$ cat config.mk
export PLATFORM = sky130hd
export DESIGN_NAME = mem_stage_flat
export DESIGN_NICKNAME = d
export VERILOG_FILES = /design/src/rtl/mem_stage_if.sv /design/src/rtl/mem_stage.sv /design/src/flat_wrapper.sv
export SDC_FILE = /design/constraint.sdc
export NUM_CORES = 2
export LEC_CHECK = 0
export BUFFER_PORTS_ARGS = -buffer_cell sky130_fd_sc_hd__clkbuf_2
export CAP_MARGIN = 40
export CORE_ASPECT_RATIO = 0.9
export CORE_MARGIN = 2
export CORE_UTILIZATION = 40
export CTS_BUF_LIST = sky130_fd_sc_hd__clkbuf_4
export DETAILED_ROUTE_END_ITERATION = 8
export GPL_ROUTABILITY_DRIVEN = 1
export PLACE_DENSITY = 0.6
export SLEW_MARGIN = 10
export SYNTH_ARGS = -nofsm -noshare
export SYNTH_HDL_FRONTEND = slang
export SYNTH_SLANG_ARGS = --single-unit
$ cat constraint.sdc
create_clock -name CLK -period 9.7 [get_ports CLK]
set_input_delay 0.97 -clock CLK [delete_from_list [all_inputs] [get_ports CLK]]
set_output_delay 0.97 -clock CLK [all_outputs]
set_load 0.005 [all_outputs]
$ cat src/rtl/mem_stage_if.sv
// Handshake bundle between the EX/MEM register and the memory stage.
// Addr_Err exists only when MEM_ADDR_CHECK_EN is defined.
interface mem_stage_if;
   logic        MEM_R_EN;
   logic        MEM_W_EN;
   logic [31:0] ALU_Result;
   logic [31:0] Val_Rm;
   logic [31:0] Mem_Result;
   logic        Freeze;
   logic        Done;
`ifdef MEM_ADDR_CHECK_EN
   logic        Addr_Err;

   modport master (
      output MEM_R_EN, MEM_W_EN, ALU_Result, Val_Rm,
      input  Mem_Result, Freeze, Done, Addr_Err
   );
   modport slave (
      input  MEM_R_EN, MEM_W_EN, ALU_Result, Val_Rm,
      output Mem_Result, Freeze, Done, Addr_Err
   );
`else
   modport master (
      output MEM_R_EN, MEM_W_EN, ALU_Result, Val_Rm,
      input  Mem_Result, Freeze, Done
   );
   modport slave (
      input  MEM_R_EN, MEM_W_EN, ALU_Result, Val_Rm,
      output Mem_Result, Freeze, Done
   );
`endif
endinterface

$ cat src/rtl/mem_stage.sv
// Memory stage: word data memory behind a fixed wait-state controller.
// Define MEM_ADDR_CHECK_EN to drop out-of-range accesses and flag Addr_Err.
module mem_stage #(
   parameter int WORDS       = 64,
   parameter int BASE_ADDR   = 1024,
   parameter int WAIT_CYCLES = 2
) (
   input logic        CLK,
   input logic        RST,
   mem_stage_if.slave bus
);
   localparam int AW = $clog2(WORDS);
   localparam int CW = $clog2(WAIT_CYCLES + 1);

   typedef enum logic [1:0] {IDLE, BUSY, DONE} state_t;

   state_t          state, state_n;
   logic [CW-1:0]   cnt, cnt_n;
   logic            freeze_c, commit;
   logic            req, same, accept, oor;
   logic [31:0]     off;
   logic [AW-1:0]   idx, lat_idx;
   logic [31:0]     lat_addr, lat_data;
   logic            lat_we, lat_err, held;
   logic [31:0]     mem_result;
   logic            done_q, err_q;
   logic [31:0]     mem [WORDS];

   assign req = bus.MEM_R_EN | bus.MEM_W_EN;
   assign off = bus.ALU_Result - 32'(BASE_ADDR);
   assign idx = AW'(off >> 2);

`ifdef MEM_ADDR_CHECK_EN
   assign oor = (bus.ALU_Result < 32'(BASE_ADDR)) ||
                ((off >> 2) >= 32'(WORDS));
`else
   assign oor = 1'b0;
`endif

   // A request still held after its DONE is the same instruction.
   assign same = (bus.ALU_Result == lat_addr) &&
                 (bus.MEM_W_EN == lat_we) &&
                 (!bus.MEM_W_EN || bus.Val_Rm == lat_data);
   assign accept = req && !(held && same);

   always_comb begin
      state_n  = state;
      cnt_n    = cnt;
      freeze_c = 1'b0;
      commit   = 1'b0;
      unique case (state)
         IDLE: begin
            if (accept) begin
               freeze_c = 1'b1;
               state_n  = BUSY;
               cnt_n    = CW'(1);
            end
         end
         BUSY: begin
            freeze_c = 1'b1;
            if (cnt < CW'(WAIT_CYCLES)) begin
               cnt_n = cnt + CW'(1);
            end else begin
               commit  = 1'b1;
               state_n = DONE;
            end
         end
         DONE: begin
            state_n = IDLE;
            cnt_n   = '0;
         end
         default: state_n = IDLE;
      endcase
   end

   always_ff @(posedge CLK) begin
      if (!RST) begin
         state      <= IDLE;
         cnt        <= '0;
         mem_result <= '0;
         done_q     <= 1'b0;
         err_q      <= 1'b0;
         held       <= 1'b0;
         lat_idx    <= '0;
         lat_addr   <= '0;
         lat_data   <= '0;
         lat_we     <= 1'b0;
         lat_err    <= 1'b0;
      end else begin
         state  <= state_n;
         cnt    <= cnt_n;
         done_q <= commit;
         err_q  <= commit & lat_err;
         if (state == IDLE && accept) begin
            lat_idx  <= idx;
            lat_addr <= bus.ALU_Result;
            lat_data <= bus.Val_Rm;
            lat_we   <= bus.MEM_W_EN;
            lat_err  <= oor;
         end
         if (commit) begin
            held <= 1'b1;
         end else if (state == IDLE && !(req && same)) begin
            held <= 1'b0;
         end
         if (commit && !lat_we) begin
            mem_result <= lat_err ? '0 : mem[lat_idx];
         end
      end
   end

   // Memory array is deliberately left out of reset.
   always_ff @(posedge CLK) begin
      if (RST && commit && lat_we && !lat_err) begin
         mem[lat_idx] <= lat_data;
      end
   end

   assign bus.Mem_Result = mem_result;
   assign bus.Done       = done_q;
   assign bus.Freeze     = RST & freeze_c;
`ifdef MEM_ADDR_CHECK_EN
   assign bus.Addr_Err   = err_q;
`else
   wire unused_err = err_q;
`endif

endmodule
$ cat src/flat_wrapper.sv
// flat-port wrapper written by rule: the top's interface ports become plain ports
module mem_stage_flat 
#(
   parameter int WORDS       = 64,
   parameter int BASE_ADDR   = 1024,
   parameter int WAIT_CYCLES = 2
)
  (CLK, RST, bus_MEM_R_EN, bus_MEM_W_EN, bus_ALU_Result, bus_Val_Rm, bus_Mem_Result, bus_Freeze, bus_Done);
  mem_stage_if bus_i ();
  input logic CLK;
  input logic RST;
  input wire logic [$bits(bus_i.MEM_R_EN)-1:0] bus_MEM_R_EN;
  input wire logic [$bits(bus_i.MEM_W_EN)-1:0] bus_MEM_W_EN;
  input wire logic [$bits(bus_i.ALU_Result)-1:0] bus_ALU_Result;
  input wire logic [$bits(bus_i.Val_Rm)-1:0] bus_Val_Rm;
  output wire logic [$bits(bus_i.Mem_Result)-1:0] bus_Mem_Result;
  output wire logic [$bits(bus_i.Freeze)-1:0] bus_Freeze;
  output wire logic [$bits(bus_i.Done)-1:0] bus_Done;
  assign bus_i.MEM_R_EN = bus_MEM_R_EN;
  assign bus_i.MEM_W_EN = bus_MEM_W_EN;
  assign bus_i.ALU_Result = bus_ALU_Result;
  assign bus_i.Val_Rm = bus_Val_Rm;
  assign bus_Mem_Result = bus_i.Mem_Result;
  assign bus_Freeze = bus_i.Freeze;
  assign bus_Done = bus_i.Done;
  mem_stage #(.WORDS(WORDS), .BASE_ADDR(BASE_ADDR), .WAIT_CYCLES(WAIT_CYCLES)) u_core (.CLK(CLK), .RST(RST), .bus(bus_i));
endmodule
==> results.sh <==
export IMPL_status="finished, final reports clean"
export IMPL_intPower_uw=14620
export IMPL_pwr_share_comb=0.081
export IMPL_final_nets=5219
export IMPL_fin_setup_tns_ns=0
export IMPL_postRouteWirelength_um=282100
export IMPL_power_share_clock=0.388
export IMPL_antenna_found_initial=17
export IMPL_ctsHoldBuffers=65
export IMPL_power_leakage_uw=0.03155
export IMPL_die_h_um=436.7
export IMPL_r2r_cells=9
export IMPL_syn_area_um2=83220
export IMPL_die_w_um=484.8
export IMPL_cp_data_required_time_ns=8.73
export IMPL_grt_pass1_vias=48441
export IMPL_clk_latency_ns=1.37
export IMPL_start_kind="flip-flop"
export IMPL_drive_gt1_frac=0.3095
export IMPL_cap_violations=0
export IMPL_coreArea_um2=206400
export IMPL_wl_met1_um=108700
export IMPL_io_buffers=101
export IMPL_cts_path_max_buffers=4
export IMPL_rsz0062_at_grt="false"
export IMPL_top_layer_used="met5"
export IMPL_clk_pin_slew_ns=0.07
export IMPL_dr_wl_met2_um=122200
export IMPL_preCtsSetupSlack_ns=5.098
export IMPL_cts_sinks=2151
export IMPL_gp_congestion=0.8900
export IMPL_skew_ns=0.09975
export IMPL_io_pins=102
export IMPL_async_flop_share=0
export IMPL_timing_rr_start="u_core.lat_addr[3]"
export IMPL_rows=158
export IMPL_synth_top_area_share=0.7390
export IMPL_post_cts_buffers=0
export IMPL_num_fill_cells=17713
export IMPL_period_share=0.6055
export IMPL_setup_viol=0
export IMPL_syn2layout_area_growth_pct=15.01
export IMPL_slew_violations=0
export IMPL_grt_pass1_wl_um=385400
export IMPL_synth_area_leader_cell="edfxtp_1"
export IMPL_whs_path_depth=4
export IMPL_netSwitchingFraction=0.2451
export IMPL_critPathCaptureType="primary output"
export IMPL_post_cts_resized=0
export IMPL_p_switching_uw=4749
export IMPL_synth_ff_type="edfxtp_1"
export IMPL_drt_iter0_markers=8780
export IMPL_htreeDepth=6
export IMPL_power_density_nw_per_um2=202.4
export IMPL_syn_num_nets=4561
export IMPL_synth_edff_count=2048
export IMPL_ys_types=71
export IMPL_vdd_drop_max_mv=0.1230
export IMPL_crit_start="u_core.lat_addr[3]"
export IMPL_cts_root_buf="clkbuf_4"
export IMPL_overflow=0
export IMPL_grt_max_degree=114
export IMPL_timing_hold_ws_ns=0.2702
export IMPL_synth_area_leaders="edfxtp_1, mux4_2, mux2i_1, dfxtp_1, mux2_2"
export IMPL_fin_crit_ns=5.874
export IMPL_arrival_ns=4.90
export IMPL_maxSlewHeadroom=0.3103
export IMPL_ys_ff_latch=2151
export IMPL_globalRouteTotalUtil=0.2601
export IMPL_cp_max_fo=38
export IMPL_setup_ws_ns=3.826
export IMPL_pwr_share_seq=0.531
export IMPL_hold_class="primary input to flip-flop"
export IMPL_cts_buffers=554
export IMPL_initial_core_util=0.4032
export IMPL_drc=0
export IMPL_critical_path_class="flip-flop to primary output"
export IMPL_vias_per_cell=6.162
export IMPL_hp_start="bus_MEM_R_EN"
export IMPL_yosysWarnings=0
export IMPL_drt_antenna_violating_nets=0
export IMPL_wire_per_inst_um=34.30
export IMPL_route_vias_total=50678
export IMPL_synth_seq_area_share=0.7638
export IMPL_tightest_slew_ns=1.035
export IMPL_finalHoldViolations=0
export IMPL_avgSynthCellArea_um2=18.52
export IMPL_dpl_hpwl_um=158100
export IMPL_dieArea_um2=211700
export IMPL_fmax_mhz=170.3
export IMPL_wl_met3_um=39490
export IMPL_syn_inst=4493
export IMPL_dr_pass1_iters=7
export IMPL_cts_tree="done"
synthesized netlist by cell type, types with 65 or more instances:
cell / instances
mux4_2: 202
o22ai_1: 83
mux2_2: 173
a21oi_1: 99
buf_2: 129
dfxtp_1: 103
nand2_1: 110
a221oi_1: 197
a22oi_1: 116
o32ai_1: 65
mux2i_1: 210
nor2_1: 188
o21ai_0: 96
inv_1: 131
edfxtp_1: 2048
clkbuf_1: 75
worst max-delay path, stage by stage (launching register included):
cell,delay (ns)
dfxtp_4,0.71
buf_4,0.64
buf_4,0.66
xnor2_1,0.19
nand4_1,0.14
nor4_1,0.42
nand3_1,0.27
o22ai_4,0.18
a21oi_1,0.12
clkbuf_2,0.14
stage by stage:
stage | std cells | total power, uW | cell area [um^2] | util
finish | 8224 | 19370 | 95710 | 0.4637
global route | 8221 | 19980 | 95700 | 0.4637
CTS | 8196 | 19400 | 95270 | 0.4616
detailed placement | 7233 | 11950 | 88060 | 0.4267
global placement | 7196 | 11920 | 87590 | 0.4244
floorplan | 4493 | 11250 | 83220 | -
kinds of logic after synthesis:
logic type                share of synthesized area
buffers and inverters                       0.02621
DFF                                          0.7638
xor gates and xnor gates                   0.006841
muxes                                        0.1038
AOI/OAI and AO/OA                           0.07975
and+or+nand+nor                             0.01959
layout make-up:
| type | count | area, um^2 | area share |
|---|---|---|---|
| diodes | 11 | 27.53 | 0.0002876 |
| clock buffers | 818 | 6141 | 0.06416 |
| clock inverters | 80 | 416.7 | 0.004353 |
| inverters | 132 | 505.5 | 0.005282 |
| multi-input cells | 1915 | 18120 | 0.1894 |
| flip-flops and latches | 2151 | 63630 | 0.6649 |
| well taps | 2720 | 3403 | 0.03556 |
| repair buffers | 397 | 3456 | 0.03611 |
power groups by stage:
| stage | clock network [uW] | logic (uW) | registers [uW] |
|---|---|---|---|
| after detailed placement | 0 | 1440 | 10500 |
| after global placement | 0 | 1390 | 10500 |
| after floorplan | 0 | 714 | 10500 |
| after CTS | 7620 | 1460 | 10300 |
| final | 7520 | 1570 | 10300 |
| after global routing | 8110 | 1600 | 10300 |
path summary, 6_finish.rpt:
| kind | endpoint | slack (ns) |
|---|---|---|
| setup / recovery | bus_Freeze | 3.83 |
| hold / removal | u_core.held | 0.27 |
| setup reg to reg | u_core.bus.Mem_Result[8] | 5.13 |
| hold reg to reg | u_core.lat_addr[0] | 0.47 |
registers in the layout (all words and copies together) (netlist names):
| signal | count |
|---|---|
| u_core.bus.Mem_Result | 32 |
| u_core.held | 1 |
| u_core.state | 2 |
| u_core.bus.Done | 1 |
| u_core.mem | 2048 |
| u_core.lat_data | 32 |
| u_core.lat_addr | 32 |
| u_core.lat_we | 1 |
| u_core.cnt | 2 |
cell usage in the layout, fill, tap and decap left out, drive strengths merged, types with 25 or more instances in the layout:
master / n
edfxtp: 2048
o21ai: 96
clkbuf: 919
mux2i: 210
o22ai: 84
buf: 231
mux2: 176
o32ai: 65
inv: 145
dfxtp: 103
mux4: 202
xnor2: 62
clkinv: 61
a21oi: 99
a221oi: 198
a31oi: 25
a22oi: 116
o221ai: 32
nand2: 110
nor2: 190
dlygate4sd3: 65
a221o: 35
o2bb2ai: 25
layer usage:
layer / vias up / GRT usage
li1: 20102 / -
met1: 25975 / 0.3634
met2: 3979 / 0.3764
met3: 612 / 0.08404
met4: 10 / 0.1038
met5: - / 0
Power figures use the tool's default switching activity.
